===== config.mk =====
export PLATFORM = sky130hd
export DESIGN_NAME = regfile_writeback
export DESIGN_NICKNAME = d
export VERILOG_FILES = /design/src/rtl/regfile_writeback.sv
export SDC_FILE = /design/constraint.sdc
export NUM_CORES = 2
export LEC_CHECK = 0
export CAP_MARGIN = 15
export CORE_MARGIN = 3
export CORE_UTILIZATION = 57
export DETAILED_ROUTE_END_ITERATION = 8
export PLACE_DENSITY = 0.77
export RECOVER_POWER = 100
export SYNTH_ARGS = -nofsm -noshare
export SYNTH_HDL_FRONTEND = slang
export SYNTH_SLANG_ARGS = --single-unit

===== constraint.sdc =====
create_clock -name clk -period 5.6 [get_ports clk]
set_input_delay 1.68 -clock clk [delete_from_list [all_inputs] [get_ports clk]]
set_output_delay 1.68 -clock clk [all_outputs]
set_load 0.05 [all_outputs]

===== src/rtl/regfile_writeback.sv =====
// 32 x 32-bit MIPS register file with a write-back formatter that merges and
// extends sub-word and unaligned loads (LB/LBU/LH/LHU/LWL/LWR) before commit.
module regfile_writeback #(
  parameter int          BYPASS      = 0,
  parameter logic [31:0] RESET_VALUE = 32'h0
) (
  input  logic        clk,
  input  logic        reset_n,
  input  logic        write_enable,
  input  logic [4:0]  write_reg_rd,
  input  logic [31:0] write_data,
  input  logic [2:0]  load_type,
  input  logic [1:0]  byte_offset,
  input  logic [4:0]  read_reg_a,
  input  logic [4:0]  read_reg_b,
  output logic [31:0] read_data_a,
  output logic [31:0] read_data_b,
  output logic [31:0] register_v0
);

  typedef enum logic [2:0] {
    LT_WORD = 3'd0,
    LT_LB   = 3'd1,
    LT_LBU  = 3'd2,
    LT_LH   = 3'd3,
    LT_LHU  = 3'd4,
    LT_LWL  = 3'd5,
    LT_LWR  = 3'd6,
    LT_RSVD = 3'd7
  } load_type_e;

  localparam bit BYPASS_EN = (BYPASS != 0);

  logic [31:0] regs_q [32];
  logic [31:0] merge_d;
  logic [31:0] rd_old;
  logic [7:0]  w_byte [4];
  logic [7:0]  sel_byte;
  logic [15:0] sel_half;
  logic        wr_commit;
  load_type_e  lt;

  // Big-endian lanes: lane 0 is the byte at address offset 0, i.e. W[31:24].
  genvar gi;
  generate
    for (gi = 0; gi < 4; gi++) begin : g_lane
      assign w_byte[gi] = write_data[31-8*gi -: 8];
    end
  endgenerate

  assign lt        = load_type_e'(load_type);
  assign wr_commit = write_enable && (write_reg_rd != 5'd0);
  assign rd_old    = regs_q[write_reg_rd];
  assign sel_byte  = w_byte[byte_offset];
  assign sel_half  = byte_offset[1] ? write_data[15:0] : write_data[31:16];

  always_comb begin
    merge_d = write_data;
    case (lt)
      LT_LB:  merge_d = {{24{sel_byte[7]}}, sel_byte};
      LT_LBU: merge_d = {24'h0, sel_byte};
      LT_LH:  merge_d = {{16{sel_half[15]}}, sel_half};
      LT_LHU: merge_d = {16'h0, sel_half};
      LT_LWL: begin
        case (byte_offset)
          2'd0:    merge_d = write_data;
          2'd1:    merge_d = {write_data[23:0], rd_old[7:0]};
          2'd2:    merge_d = {write_data[15:0], rd_old[15:0]};
          default: merge_d = {write_data[7:0],  rd_old[23:0]};
        endcase
      end
      LT_LWR: begin
        case (byte_offset)
          2'd3:    merge_d = write_data;
          2'd2:    merge_d = {rd_old[31:24], write_data[31:8]};
          2'd1:    merge_d = {rd_old[31:16], write_data[31:16]};
          default: merge_d = {rd_old[31:8],  write_data[31:24]};
        endcase
      end
      default: merge_d = write_data;
    endcase
  end

  // Entry 0 is reset to zero and never written, so it reads as a constant.
  always_ff @(posedge clk or negedge reset_n) begin
    if (!reset_n) begin
      regs_q[0] <= 32'h0;
      for (int i = 1; i < 32; i++) begin
        regs_q[i] <= RESET_VALUE;
      end
    end else if (wr_commit) begin
      regs_q[write_reg_rd] <= merge_d;
    end
  end

  logic bypass_a;
  logic bypass_b;

  // Forwarding is suppressed during reset so the ports reflect the cleared array.
  assign bypass_a = BYPASS_EN && reset_n && wr_commit && (read_reg_a == write_reg_rd);
  assign bypass_b = BYPASS_EN && reset_n && wr_commit && (read_reg_b == write_reg_rd);

  assign read_data_a = (read_reg_a == 5'd0) ? 32'h0 :
                       bypass_a             ? merge_d : regs_q[read_reg_a];
  assign read_data_b = (read_reg_b == 5'd0) ? 32'h0 :
                       bypass_b             ? merge_d : regs_q[read_reg_b];
  assign register_v0 = regs_q[2];

endmodule


==> Implementation_results.wiki <==
{| class="wikitable"
! Metric !! Value
|-
| Outcome || complete, but fails checks
|-
| Violations in the final reports || capacitance limit, slew limit, setup timing
|-
| Placement Cell Area || 66700 sq um
|-
| Worst slack on hold paths || around 0.42 ns
|-
| Chip width || 337 um
|-
| First-pass GRT wire length || about 340000 um
|-
| Kind of cell with the highest combined delay on the critical path || buffers and inverters
|-
| Total global-route track usage || 0.406
|-
| Post-synthesis simple-gate area fraction || 0.0837
|-
| Number of iterations in the first detailed-routing pass || 8
|-
| Number of hold buffers added after CTS || 0
|-
| Peak ir drop on the vdd network || around 0.00027 V
|-
| DR vias/cell || 7.58
|-
| Combined buffer and inverter count along the critical path || 4
|-
| Clock root buffer master || clkbuf_16
|-
| TritonCTS clock tree || yes
|-
| Count of flip-flops with a built-in enable after synthesis || 0
|-
| Placeable core area || approximately 110000 sq um
|-
| Via count of the first global-routing pass || 51200
|-
| Peak Freq || 172 MHz
|-
| Port Buf Inserts || 150
|-
| Initial antenna violation count || 25
|-
| Biggest fanout along the worst timing path || 34
|-
| Net total in the final layout || roughly 5500
|-
| Area occupied by multi-input gates || 34300 sq um
|-
| Termination of the worst setup path || regs_q[678]$_DFFE_PN0P_
|-
| Critical Path End Type || register
|-
| Mux contribution to synthesized area || 0.353
|-
| Final HPWL DP || approximately 150000 um
|-
| Arrival @ worst endpoint || approximately 6.4 ns
|-
| Number of max-slew violations in the final report || approximately 340
|-
| Worst-margin pin slew || 2.51 ns
|-
| CTS max path bufs || 3
|-
| Crit path cell chain || clkbuf_1, clkbuf_2, or2_0, o22ai_1, a2111oi_0, clkbuf_1, o211ai_1, o21ai_0, clkbuf_4, o21ai_0
|-
| Area of the mapped netlist || about 63000 sq um
|-
| Antenna viol nets, final || 0
|-
| Main combinational cell family by area after synthesis || multiplexers
|-
| Clock transition at the registers of the reported paths || approximately 0.06 ns
|-
| Clock net sink count || 1024
|-
| Area of all placed cells without fillers || between 70000 and 80000 sq um
|-
| Placement Setup Slack || -0.170 ns
|-
| Logic depth of the worst path, buffers included || 10
|-
| Startpoint of the tightest hold check path || regs_q[1020]$_DFFE_PN0P_
|-
| Setup slack of the most critical reg-to-reg path || just over 2 ns
|-
| Most used cells in the layout excluding fill and tap cells || dfrtp_1, nand2_1, o21ai_0
|-
| Setup repair after global routing missed its margin || no
|-
| Number of inserted filler cells in the final layout || 7830
|-
| Mean Syn Cell Area || about 12 sq um
|-
| Placer Congestion || between 1 and 1.5
|-
| Critical Path Source || write_reg_rd[4]
|-
| Primary FF master, synth || dfrtp_1
|-
| Kind of critical path || primary input to register
|-
| Destination of the worst register-to-register timing path || regs_q[480]$_DFFE_PN0P_
|-
| Layout cells sized above 1 || 0.280
|-
| Startpoint Class || primary input
|-
| Number of core rows || 120
|-
| Final critical path time including I/O delays and setup || between 5 and 6 ns
|-
| Adder-cell share of the synthesized area || 0
|-
| Relative area change from synthesis to final layout || 12.7%
|-
| PwrDens || 347 nW/um^2
|-
| Count of yosys warnings during synthesis || 0
|-
| Sum of overflow across all layers after global routing || 0
|-
| Total Die Area || roughly 110000 sq um
|-
| Cell with the largest stage delay on the worst path || or2_0
|-
| Deepest level of the CTS H-tree || 3
|-
| Top-level I/O count || 151
|-
| Post-synthesis sequential area ratio || 0.409
|-
| Sequential cell area || about 26000 sq um
|-
| Min-Delay Path Class || register to register
|-
| Remaining DRCs || 0
|-
| Delay of the slowest cell on the worst path || 1.20 ns
|-
| DRT iter0 DRCs || between 8000 and 9000
|-
| Number of hold violations in the final report || 0
|-
| Worst-skew pair later-pin latency || between 0.7 and 0.8 ns
|-
| Setup violation total in the final timing report || 238
|-
| Post-route clock skew || ~0.02 ns
|-
| Number of buffers added by the clock tree synthesis step || 110
|-
| Max-Slew Margin vs Limit || -0.670
|-
| Lkg Pwr || about 30 nW
|-
| Async SR Flop Fraction || 1.00
|-
| Post-synthesis cell count || between 5000 and 6000
|-
| Data required time at the worst endpoint || between 6 and 7 ns
|-
| Area fraction in compound gates after synthesis || 0.108
|-
| Largest net degree at the start of global routing || 123
|-
| Synth cell types || 71
|-
| DRT Wirelength || ~230000 um
|-
| Most common library cell in the layout ignoring fill and taps || dfrtp_1
|-
| Worst reg2reg path depth || 8
|-
| Vias after detailed routing || roughly 53000
|-
| Max Cap Viol || 4
|-
| Initial cell density of the core || 0.579
|-
| Worst Slack Setup Final || -0.226 ns
|-
| Routed wire length per instance || approximately 33 um
|-
| Die span in y || about 340 um
|-
| Syn Nets || 5500
|-
| Share of the clock period used by the worst path after layout || 1.04
|-
| Crit Reg-Reg Startpoint || regs_q[0]$_DFFE_PN0P_
|-
| Xor/xnor cell area share of the yosys netlist || 0
|-
| Flop and latch count out of synthesis || a little over 1000
|}
metrics by stage:
stage / total power [mW] / instances / util / TNS (ns)
global placement: 16.1 / 6695 / 0.617 / -0.452
global route: 25.3 / 6932 / 0.652 / 0
CTS: 24.3 / 6899 / 0.653 / -0.0682
finish: 24.5 / 6949 / 0.653 / -17.87
floorplan: 14.2 / 5445 / - / -0.641
detailed placement: 16.4 / 6695 / 0.617 / -0.480
how the worst min path moves through the flow:
stage,endpoint,cells after the start,slack [ns]
finish,regs_q[1020]$_DFFE_PN0P_,0,0.42
global route,regs_q[994]$_DFFE_PN0P_,0,0.43
CTS,regs_q[994]$_DFFE_PN0P_,0,0.42
detailed placement,regs_q[1004]$_DFFE_PN0P_,0,0.41
global placement,regs_q[1017]$_DFFE_PN0P_,0,0.40
floorplan,regs_q[1023]$_DFFE_PN0P_,1,0.45
cell usage after synthesis (5+ instances only):
library cell / n / area (sq um)
buf_2: 74 / 370
buf_6: 15 / 169
nand4bb_1: 6 / 67.6
o21ai_1: 7 / 35.0
and3_1: 12 / 75.1
a22oi_1: 26 / 195
dfrtp_1: 1024 / 25600
a221oi_1: 7 / 61.3
or3_1: 5 / 31.3
a21oi_1: 88 / 440
o22ai_1: 139 / 870
nor2_1: 165 / 619
or4_1: 5 / 37.5
o211ai_1: 15 / 113
a22o_1: 5 / 43.8
mux2i_1: 376 / 3760
nor3_1: 11 / 55.1
nand2b_1: 6 / 37.5
nand4_1: 9 / 56.3
nor2b_1: 11 / 68.8
buf_1: 64 / 240
buf_4: 40 / 300
nor4_1: 32 / 200
a31oi_1: 5 / 31.3
nand3_1: 23 / 115
inv_1: 7 / 26.3
nand2_1: 964 / 3620
mux2_2: 107 / 1200
clkbuf_1: 451 / 1690
o32ai_1: 10 / 87.6
o21ai_0: 892 / 4460
mux4_2: 762 / 17200
routing by layer:
metal / global-route usage / wire length [um] / up-vias
met2: 0.562 / 96200 / 4872
met4: 0.289 / 20400 / 12
met3: 0.156 / 36700 / 1323
met5: 0 / 76 / -
met1: 0.525 / 77300 / 26100
li1: - / - / 20400
repair_timing:
| action | 4_1_cts | 5_1_grt |
|---|---|---|
| pin swaps | 0 | 0 |
| buffers inserted | 0 | 25 |
| resized for setup | 7 | 12 |
| setup endpoints to repair | 5 | 12 |
| cloned | 0 | 1 |
report_power, final:
part	switching, mW	total [mW]	internal, mW
sequential	1.50	10.2	8.70
clock	3.23	7.93	4.70
combinational	3.30	6.34	3.04
kinds of logic (layout without fill, tap and decap cells):
family / count (synthesis) / count (layout)
flip-flops: 1024 / 1024
buffers and inverters: 656 / 737
AO/OA/AOI/OAI: 1239 / 1239
other: 0 / 20
multiplexers: 1245 / 1245
AND/OR/NAND/NOR: 1281 / 1281
layout make-up:
class | count | share of cell area
Antenna cell | 20 | 0.000709
Clock buffer | 147 | 0.0443
Clock inverter | 57 | 0.0109
Inverter | 7 | 0.000372
Multi-Input combinational cell | 3765 | 0.487
Sequential cell | 1024 | 0.363
Tap cell | 1403 | 0.0249
Timing Repair Buffer | 526 | 0.0690
sequential cells by signal, summed over array words and instances, names as in the netlist:
signal	flops
register_v0	32
regs_q	992
Note: power is estimated with default switching activity, not from simulation.
